<file path="src/rtl/ofdm_index_sequencer_if.sv">
`default_nettype none
// ============================================================================
// Module  : ofdm_index_sequencer_if
// Purpose : Control/status bundle between the symbol controller and the
//           OFDM index sequencer.
// Rev     : 1.0  initial release
// ============================================================================
interface ofdm_index_sequencer_if #(
  parameter int ADDR_W = 6,
  parameter int OUT_W  = 8,
  parameter int SYM_W  = 8
);
  logic              en;
  logic              start;
  logic              cont;
  logic [ADDR_W-1:0] cp_len;
  logic [OUT_W-1:0]  out_re;
  logic [OUT_W-1:0]  out_im;
  logic              valid;
  logic              cp_phase;
  logic              sym_last;
  logic              busy;
  logic [SYM_W-1:0]  sym_cnt;

  modport master (
    output en, start, cont, cp_len,
    input  out_re, out_im, valid, cp_phase, sym_last, busy, sym_cnt
  );

  modport slave (
    input  en, start, cont, cp_len,
    output out_re, out_im, valid, cp_phase, sym_last, busy, sym_cnt
  );
endinterface
`default_nettype wire

</file>
<file path="src/rtl/ofdm_index_sequencer.sv">
`default_nettype none
// ============================================================================
// Module  : ofdm_index_sequencer
// Purpose : Per-symbol up/mirrored index generator with cyclic-prefix phase,
//           continuous-symbol handshake and symbol counter. Falling-edge
//           registers. Optional macro OFDM_IDX_BITREV_EN: bit-reversed DATA.
// Rev     : 1.0  initial release
// ============================================================================
module ofdm_index_sequencer #(
  parameter int ADDR_W = 6,
  parameter int OUT_W  = 8,
  parameter int SYM_W  = 8
) (
  input  wire logic             clk,
  input  wire logic             reset,
  ofdm_index_sequencer_if.slave bus
);

  typedef enum logic [1:0] {
    S_IDLE = 2'd0,
    S_CP   = 2'd1,
    S_DATA = 2'd2
  } state_e;

  localparam logic [ADDR_W-1:0] C_LAST_IDX = '1;
  localparam logic [ADDR_W-1:0] C_ZERO_IDX = '0;
  localparam logic [ADDR_W-1:0] C_ONE_IDX  = ADDR_W'(1);
  localparam logic [SYM_W-1:0]  C_ONE_SYM  = SYM_W'(1);

  state_e            state_q, state_d;
  logic [ADDR_W-1:0] idx_q, idx_d;
  logic [ADDR_W-1:0] cp_len_q, cp_len_d;
  logic [SYM_W-1:0]  sym_cnt_q, sym_cnt_d;

  logic [ADDR_W-1:0] w_cp_sel;
  state_e            w_first_state;
  logic [ADDR_W-1:0] w_first_idx;
  logic [ADDR_W-1:0] w_re_addr;
  logic [OUT_W-1:0]  w_out_re;
  logic [OUT_W-1:0]  w_out_im;

`ifdef OFDM_IDX_BITREV_EN
  function automatic logic [ADDR_W-1:0] bitrev(input logic [ADDR_W-1:0] v);
    logic [ADDR_W-1:0] r;
    r = '0;
    for (int b = 0; b < ADDR_W; b++) begin
      r[b] = v[ADDR_W-1-b];
    end
    return r;
  endfunction
`endif

  // A new symbol starts from the live cp_len in IDLE and from the latched copy
  // on a continuous restart; N - cp_len wraps to 0 when cp_len is 0.
  assign w_cp_sel      = (state_q == S_IDLE) ? bus.cp_len : cp_len_q;
  assign w_first_state = (w_cp_sel != C_ZERO_IDX) ? S_CP : S_DATA;
  assign w_first_idx   = C_ZERO_IDX - w_cp_sel;

  always_ff @(negedge clk or negedge reset) begin
    if (!reset) begin
      state_q   <= S_IDLE;
      idx_q     <= '0;
      cp_len_q  <= '0;
      sym_cnt_q <= '0;
    end else begin
      state_q   <= state_d;
      idx_q     <= idx_d;
      cp_len_q  <= cp_len_d;
      sym_cnt_q <= sym_cnt_d;
    end
  end

  always_comb begin
    state_d   = state_q;
    idx_d     = idx_q;
    cp_len_d  = cp_len_q;
    sym_cnt_d = sym_cnt_q;
    if (bus.en) begin
      case (state_q)
        S_IDLE: begin
          if (bus.start) begin
            cp_len_d = bus.cp_len;
            state_d  = w_first_state;
            idx_d    = w_first_idx;
          end
        end
        S_CP: begin
          if (idx_q == C_LAST_IDX) begin
            state_d = S_DATA;
            idx_d   = '0;
          end else begin
            idx_d = idx_q + C_ONE_IDX;
          end
        end
        S_DATA: begin
          if (idx_q == C_LAST_IDX) begin
            sym_cnt_d = sym_cnt_q + C_ONE_SYM;
            if (bus.cont) begin
              state_d = w_first_state;
              idx_d   = w_first_idx;
            end else begin
              state_d = S_IDLE;
              idx_d   = '0;
            end
          end else begin
            idx_d = idx_q + C_ONE_IDX;
          end
        end
        default: begin
          state_d = S_IDLE;
          idx_d   = '0;
        end
      endcase
    end
  end

  always_comb begin
    w_re_addr = idx_q;
`ifdef OFDM_IDX_BITREV_EN
    if (state_q == S_DATA) begin
      w_re_addr = bitrev(idx_q);
    end
`endif
    w_out_re                = '0;
    w_out_im                = '0;
    w_out_re[ADDR_W-1:0]    = w_re_addr;
    // N-1-x over ADDR_W bits is the one's complement of x.
    w_out_im[ADDR_W-1:0]    = ~w_re_addr;
  end

  assign bus.out_re   = w_out_re;
  assign bus.out_im   = w_out_im;
  assign bus.valid    = (state_q != S_IDLE);
  assign bus.busy     = (state_q != S_IDLE);
  assign bus.cp_phase = (state_q == S_CP);
  assign bus.sym_last = (state_q == S_DATA) && (idx_q == C_LAST_IDX);
  assign bus.sym_cnt  = sym_cnt_q;

endmodule
`default_nettype wire

</file>
<file path="src/flat_wrapper.sv">
// flat-port wrapper written by rule: the top's interface ports become plain ports
module ofdm_index_sequencer_flat 
#(
  parameter int ADDR_W = 6,
  parameter int OUT_W  = 8,
  parameter int SYM_W  = 8
)
  (clk, reset, bus_en, bus_start, bus_cont, bus_cp_len, bus_out_re, bus_out_im, bus_valid, bus_cp_phase, bus_sym_last, bus_busy, bus_sym_cnt);
  ofdm_index_sequencer_if #(.ADDR_W(ADDR_W), .OUT_W(OUT_W), .SYM_W(SYM_W)) bus_i ();
  input  wire logic clk;
  input  wire logic reset;
  input wire logic [$bits(bus_i.en)-1:0] bus_en;
  input wire logic [$bits(bus_i.start)-1:0] bus_start;
  input wire logic [$bits(bus_i.cont)-1:0] bus_cont;
  input wire logic [$bits(bus_i.cp_len)-1:0] bus_cp_len;
  output wire logic [$bits(bus_i.out_re)-1:0] bus_out_re;
  output wire logic [$bits(bus_i.out_im)-1:0] bus_out_im;
  output wire logic [$bits(bus_i.valid)-1:0] bus_valid;
  output wire logic [$bits(bus_i.cp_phase)-1:0] bus_cp_phase;
  output wire logic [$bits(bus_i.sym_last)-1:0] bus_sym_last;
  output wire logic [$bits(bus_i.busy)-1:0] bus_busy;
  output wire logic [$bits(bus_i.sym_cnt)-1:0] bus_sym_cnt;
  assign bus_i.en = bus_en;
  assign bus_i.start = bus_start;
  assign bus_i.cont = bus_cont;
  assign bus_i.cp_len = bus_cp_len;
  assign bus_out_re = bus_i.out_re;
  assign bus_out_im = bus_i.out_im;
  assign bus_valid = bus_i.valid;
  assign bus_cp_phase = bus_i.cp_phase;
  assign bus_sym_last = bus_i.sym_last;
  assign bus_busy = bus_i.busy;
  assign bus_sym_cnt = bus_i.sym_cnt;
  ofdm_index_sequencer #(.ADDR_W(ADDR_W), .OUT_W(OUT_W), .SYM_W(SYM_W)) u_core (.clk(clk), .reset(reset), .bus(bus_i));
endmodule
</file>
<file path="config.mk">
export PLATFORM = sky130hd
export DESIGN_NAME = ofdm_index_sequencer_flat
export DESIGN_NICKNAME = d
export VERILOG_FILES = /design/src/rtl/ofdm_index_sequencer_if.sv /design/src/rtl/ofdm_index_sequencer.sv /design/src/flat_wrapper.sv
export SDC_FILE = /design/constraint.sdc
export NUM_CORES = 1
export LEC_CHECK = 0
export BUFFER_PORTS_ARGS = -buffer_cell sky130_fd_sc_hd__buf_2
export CAP_MARGIN = 20
export CORE_UTILIZATION = 46
export CTS_CLUSTER_SIZE = 30
export DETAILED_ROUTE_END_ITERATION = 16
export PLACE_DENSITY = 0.71
export SYNTH_ARGS = -nofsm -noshare
export SYNTH_HDL_FRONTEND = slang
export SYNTH_SLANG_ARGS = --single-unit
</file>
<file path="constraint.sdc">
create_clock -name clk -period 3.67 [get_ports clk]
set_clock_uncertainty 0.1 [all_clocks]
set_input_delay 0.367 -clock clk [delete_from_list [all_inputs] [get_ports clk]]
set_output_delay 0.367 -clock clk [all_outputs]
set_load 0.05 [all_outputs]
</file>
==> flow_metrics.py, run 1 <==
metrics = {
    "outcome": {
        "status": "complete, but fails checks",
        "violations": "negative setup slack",
    },
    "timing": {
        "tightest_slew_ns": 0.564,
        "setup_ws_ns": -0.143,
        "slew_headroom": 0.621,
        "rsz0062_at_grt": "yes",
        "drv_slew": 0,
        "final-hold-violation-count": 0,
        "setup_violations": 1,
        "finalHoldWorstSlack_ns": 0.339,
    },
    "min_path": {
        "min_path_cells": 1,
        "hp-class": "flip-flop to flip-flop",
        "hp-start": "u_core.bus.sym_cnt[6]",
        "holdPathEnd": "u_core.bus.sym_cnt[6]",
    },
    "global_routing": {
        "grt_pass1_wl_microns": 5430,
        "grt_overflow_total": 0,
        "grt_max_degree": 23,
        "antenna_found_initial": 0,
        "grt_use_total": 0.211,
        "grt_pass1_vias": 1264,
    },
    "yosys": {
        "synthArstFlopShare": 1.00,
        "netlist_instances": 158,
        "syn-mean-instance-area_sq_um": 9.24,
        "syn-cell-area_sq_mm": 0.00146,
        "synth-seq-cells": 22,
        "synth_cell_types": 47,
        "ys.flop_type": "dfrtn_1",
        "ys_seq_area_frac": 0.377,
        "synth_enable_flop_cells": 0,
        "yosysWarnings": 0,
    },
    "finish": {
        "multi_input_area_sq_um": 867,
        "area.growth.synth_to_final_pct": 28.6,
        "layout_commonest_cell": "buf_2",
        "final_cells": 254,
        "mostFrequentLayoutCells": "buf_2, dfrtn_1, buf_4",
        "regArea_sq_um": 551,
        "antenna_cells": 0,
        "final_cell_area_sq_mm": 0.00188,
        "drive_above_1_share": 0.390,
        "nets": 225,
        "nFillCells": 274,
    },
    "drt": {
        "routed_wl_microns": 3490,
        "vias": 1346,
        "first_pass_iters": 4,
        "drc_errors": 0,
        "postRouteAntennaNets": 0,
        "avgRoutedWirePerCell_microns": 13.7,
        "drt_iter0_drc": 57,
        "viasPerCell": 5.30,
    },
    "power": {
        "pwr_density_cell_mw_per_mm2": 808,
        "ir_drop_mv": 0.413,
        "leakage_uw": 0.000919,
    },
    "floorplanning": {
        "die_area_sq_mm": 0.00340,
        "core_sq_mm": 0.00303,
        "start_util": 0.482,
        "num_rows": 20,
        "die_w_microns": 58.3,
        "ioPinCount": 39,
        "die_y_microns": 58.3,
    },
    "setup_path": {
        "rr_endpoint": "u_core.state_q[0]",
        "rr_startpoint": "u_core.state_q[0]",
        "worstSetupPathType": "flip-flop to primary output",
        "r2r_setup_slack_ns": 1.13,
        "worstSetupStartpointType": "flip-flop",
        "worst_path_max_delay_cell": "dfrtn_1",
        "worstPathMaxFanout": 5,
        "path_delay_family": "flip-flops",
        "critical-path-max-stage-delay_ns": 0.48,
        "timing.critical_path.buf_inv": 1,
        "crit_required_ns": 3.20,
        "crit_chain": "ha_4 > nand3_4 > nor3_4 > and2_4 > buf_8",
        "reg2reg_depth": 11,
        "arrival_ns": 3.35,
        "setup.worst_path.end_class": "primary output",
    },
    "placement": {
        "postPlaceCellArea_sq_mm": 0.00179,
        "dp.cells": 248,
        "hpwl_microns": 2670,
        "gp_congestion": 0.863,
        "port_buffers": 34,
    },
    "cts": {
        "clk_latency_ns": 0.30,
        "path_clk_slew_ns": 0.09,
        "cts_buffer_depth": 2,
        "h-tree-depth": 1,
        "cts_root_buffer": "clkbuf_4",
        "clock-sinks": 22,
        "cts_buffers": 3,
        "tritoncts": "yes",
    },
    "run": {
        "cap_violations": 0,
    },
}
[routing by layer]
| metal | global-route usage | share of wire | wire length, microns | up-vias |
|---|---|---|---|---|
| met1 | 0.267 | 0.45 | 1560 | 644 |
| met4 | 0.0816 | 0.011 | 40 | 0 |
| li1 | - | - | - | 654 |
| met5 | 0 | 0 | 0 | - |
| met3 | 0.0220 | 0.037 | 129 | 6 |
| met2 | 0.369 | 0.51 | 1760 | 42 |
[power by group]
part | switching, uW | internal [uW] | leakage [uW]
clock | 77.5 | 60.5 | 0.0000210
sequential | 79.4 | 319 | 0.000276
combinational | 617 | 364 | 0.000622
[state kept, by name, indices dropped and copies added (netlist names)]
register / cells
u_core.bus.sym_cnt: 8
u_core.state_q: 2
u_core.idx_q: 6
u_core.cp_len_q: 6
[synthesized netlist by cell type, types with 3 or more instances]
library cell	instances	area, sq um
buf_4	6	45.0
nor3_1	4	20.0
ha_1	3	37.5
inv_1	7	26.3
a21oi_1	4	20.0
nor2_1	15	56.3
or3_1	3	18.8
mux2_2	6	67.6
xor2_1	7	61.3
dfrtn_1	22	551
nor4_1	3	18.8
a22o_1	3	26.3
xnor2_1	5	43.8
nand2_1	15	56.3
o21ai_0	6	30.0
nand3_1	9	45.0
[worst max-delay path by stage]
stage,to,from,cells after the start,slack [ns]
floorplan,bus_sym_last,u_core.idx_q[5],3,-0.52
CTS,bus_sym_last,u_core.idx_q[0],5,-0.15
global placement,u_core.state_q[0],bus_cp_len[0],9,-0.21
detailed placement,u_core.state_q[0],bus_cp_len[0],9,-0.28
global route,bus_sym_last,u_core.idx_q[0],5,-0.21
finish,bus_sym_last,u_core.idx_q[1],5,-0.14
[stage by stage]
| stage | utilization | setup WS (ns) | setup TNS (ns) | power (uW) |
|---|---|---|---|---|
| after floorplan | - | -0.515 | -0.641 | 1080 |
| final | 0.620 | -0.143 | -0.143 | 1520 |
| after global placement | 0.591 | -0.207 | -0.457 | 1310 |
| after global routing | 0.620 | -0.210 | -0.214 | 1610 |
| after detailed placement | 0.591 | -0.283 | -0.726 | 1350 |
| after CTS | 0.616 | -0.153 | -0.153 | 1510 |
[kinds of logic after synthesis]
logic type / share of synthesized area
xor gates and xnor gates: 0.0720
DFF: 0.377
buffers and inverters: 0.0634
adders and majority gates: 0.0257
and+or+nand+nor: 0.267
AOI/OAI and AO/OA: 0.122
other: 0.00257
muxes: 0.0703
[timing repair]
action	CTS	global route
hold buffers	0	0
pin swaps	0	0
gates resized for setup	6	4
setup endpoints to repair	4	3
setup buffers	2	0
[area by class of cell]
| type | count | share of cell area |
|---|---|---|
| Clock buffer | 4 | 0.0193 |
| Inverter | 9 | 0.0193 |
| Multi-Input combinational cell | 121 | 0.462 |
| Sequential cell | 22 | 0.293 |
| Tap cell | 44 | 0.0293 |
| Timing Repair Buffer | 54 | 0.177 |
Power figures use the tool's default switching activity.
==> inputs of run 2 (changes only) <==
==> constraint.sdc (replaced) <==
create_clock -name clk -period 4.6 [get_ports clk]
set_clock_uncertainty 0.1 [all_clocks]
set_input_delay 0.46 -clock clk [delete_from_list [all_inputs] [get_ports clk]]
set_output_delay 0.46 -clock clk [all_outputs]
set_load 0.05 [all_outputs]
==> flow_metrics.py, run 2 (synthesis gave the netlist of run 1 again) <==
metrics = {
    "outcome": {
        "status": "complete, no violations",
    },
    "finish": {
        "antenna_cells": 0,
        "nets": 213,
        "mostFrequentLayoutCells": "buf_2, dfrtn_1, nand2_1, nor2_1",
        "final_cells": 242,
        "drive_above_1_share": 0.323,
        "largest_register_ffs": 8,
        "area.growth.synth_to_final_pct": 20.1,
        "layout_commonest_cell": "buf_2",
    },
    "min_path": {
        "holdPathEnd": "u_core.bus.sym_cnt[7]",
        "hp-class": "flip-flop to flip-flop",
        "min_path_cells": 1,
        "hp-start": "u_core.bus.sym_cnt[7]",
    },
    "power": {
        "p_seq_frac": 0.278,
        "p_total_uw": 1180,
        "ir_drop_mv": 0.291,
        "p_int_uw": 580,
        "pwr_density_cell_mw_per_mm2": 670,
        "power_frac_clock": 0.131,
        "combPwrFrac": 0.590,
        "leakage_uw": 0.000861,
        "power.switching_uw": 596,
        "switching_share": 0.507,
    },
    "cts": {
        "cts-hold-fix-buffers": 0,
        "cts_buffers": 3,
        "cts_root_buffer": "clkbuf_4",
        "clock-sinks": 22,
        "h-tree-depth": 1,
        "path_clk_slew_ns": 0.09,
        "cts_buffer_depth": 2,
        "clk_latency_ns": 0.32,
        "tritoncts": "yes",
    },
    "drt": {
        "vias": 1287,
        "top_layer": "met4",
        "routed_wl_microns": 3330,
        "viasPerCell": 5.32,
        "postRouteAntennaNets": 0,
        "wl_met3_microns": 141,
        "wl_met2_microns": 1590,
        "avgRoutedWirePerCell_microns": 13.8,
        "drt_iter0_drc": 71,
        "drt-met1-wl_microns": 1530,
        "drc_errors": 0,
        "first_pass_iters": 4,
    },
    "timing": {
        "finalHoldWorstSlack_ns": 0.326,
        "setup_ws_ns": 0.0784,
        "drv_slew": 0,
        "rsz0062_at_grt": "no",
        "final-hold-violation-count": 0,
        "finalSetupTns_ns": 0,
        "tightest_slew_ns": 0.516,
        "setup_violations": 0,
        "slew_headroom": 0.656,
    },
    "floorplanning": {
        "die_y_microns": 58.3,
        "die_w_microns": 58.3,
        "ioPinCount": 39,
        "num_rows": 20,
        "start_util": 0.482,
        "die_area_sq_mm": 0.00340,
        "core_sq_mm": 0.00303,
    },
    "setup_path": {
        "rr_endpoint": "u_core.state_q[0]",
        "worstSetupStartpointType": "flip-flop",
        "setup.worst_path.end_class": "primary output",
        "worstPathMaxFanout": 13,
        "rr_startpoint": "u_core.state_q[0]",
        "worstSetupPathType": "flip-flop to primary output",
        "reg2reg_depth": 10,
        "setup.worst_path.start": "u_core.state_q[0]",
        "r2r_setup_slack_ns": 1.79,
        "crit_required_ns": 4.04,
        "arrival_ns": 3.96,
    },
    "placement": {
        "dp.cells": 236,
        "gp_congestion": 0.946,
        "hpwl_microns": 2390,
        "place_ws_ns": 0.0224,
        "port_buffers": 34,
    },
    "global_routing": {
        "grt_pass1_vias": 1195,
        "grt_use_total": 0.218,
        "grt_pass1_wl_microns": 5590,
        "grt_overflow_total": 0,
        "grt_max_degree": 23,
        "antenna_found_initial": 0,
    },
    "run": {
        "cap_violations": 0,
    },
}
[run 2: worst max-delay path, stage by stage, from the launching register on]
cell and delay (ns):
dfrtn_1 0.68, nor2_4 0.12, inv_2 0.22, buf_2 0.31
[run 2: worst max path at each step]
stage,endpoint,slack [ns]
6_report,bus_busy,0.08
5_1_grt,bus_valid,0.008
4_1_cts,bus_sym_last,0.09
3_5_place_dp,u_core.state_q[0],0.02
3_3_place_gp,u_core.state_q[0],0.09
2_1_floorplan,bus_sym_last,-0.14
[run 2: area by class of cell]
type	count	area, sq um
fill	284	1270
multi-input combinational	121	830
sequential	22	551
timing repair buffer	42	233
tap	44	55.1
inverter	9	33.8
clock inverter	1	30.0
clock buffer	3	22.5
[run 2: what timing repair did]
item,CTS,global route
hold endpoints to repair,0,0
setup buffers,2,0
endpoints found under the setup margin,1,0
gates resized for setup,1,0
[run 2: through the flow]
| step | util | cell area [sq um] |
|---|---|---|
| after detailed placement | 0.556 | 1680 |
| after global placement | 0.556 | 1680 |
| after CTS | 0.579 | 1750 |
| final | 0.579 | 1750 |
| after floorplan | - | 1470 |
| after global routing | 0.579 | 1750 |
[run 2: per-layer routing]
metal / track usage / vias to the layer above
met5: 0 / -
met4: 0.105 / 0
met3: 0.0330 / 9
met2: 0.338 / 42
met1: 0.299 / 605
li1: - / 631
[run 2: power groups by stage]
stage / Sequential (uW) / Combinational [uW] / Clock, uW
floorplan: 398 / 451 / 0
global placement: 335 / 654 / 0
detailed placement: 338 / 662 / 0
CTS: 326 / 694 / 158
global route: 336 / 748 / 165
finish: 327 / 694 / 154
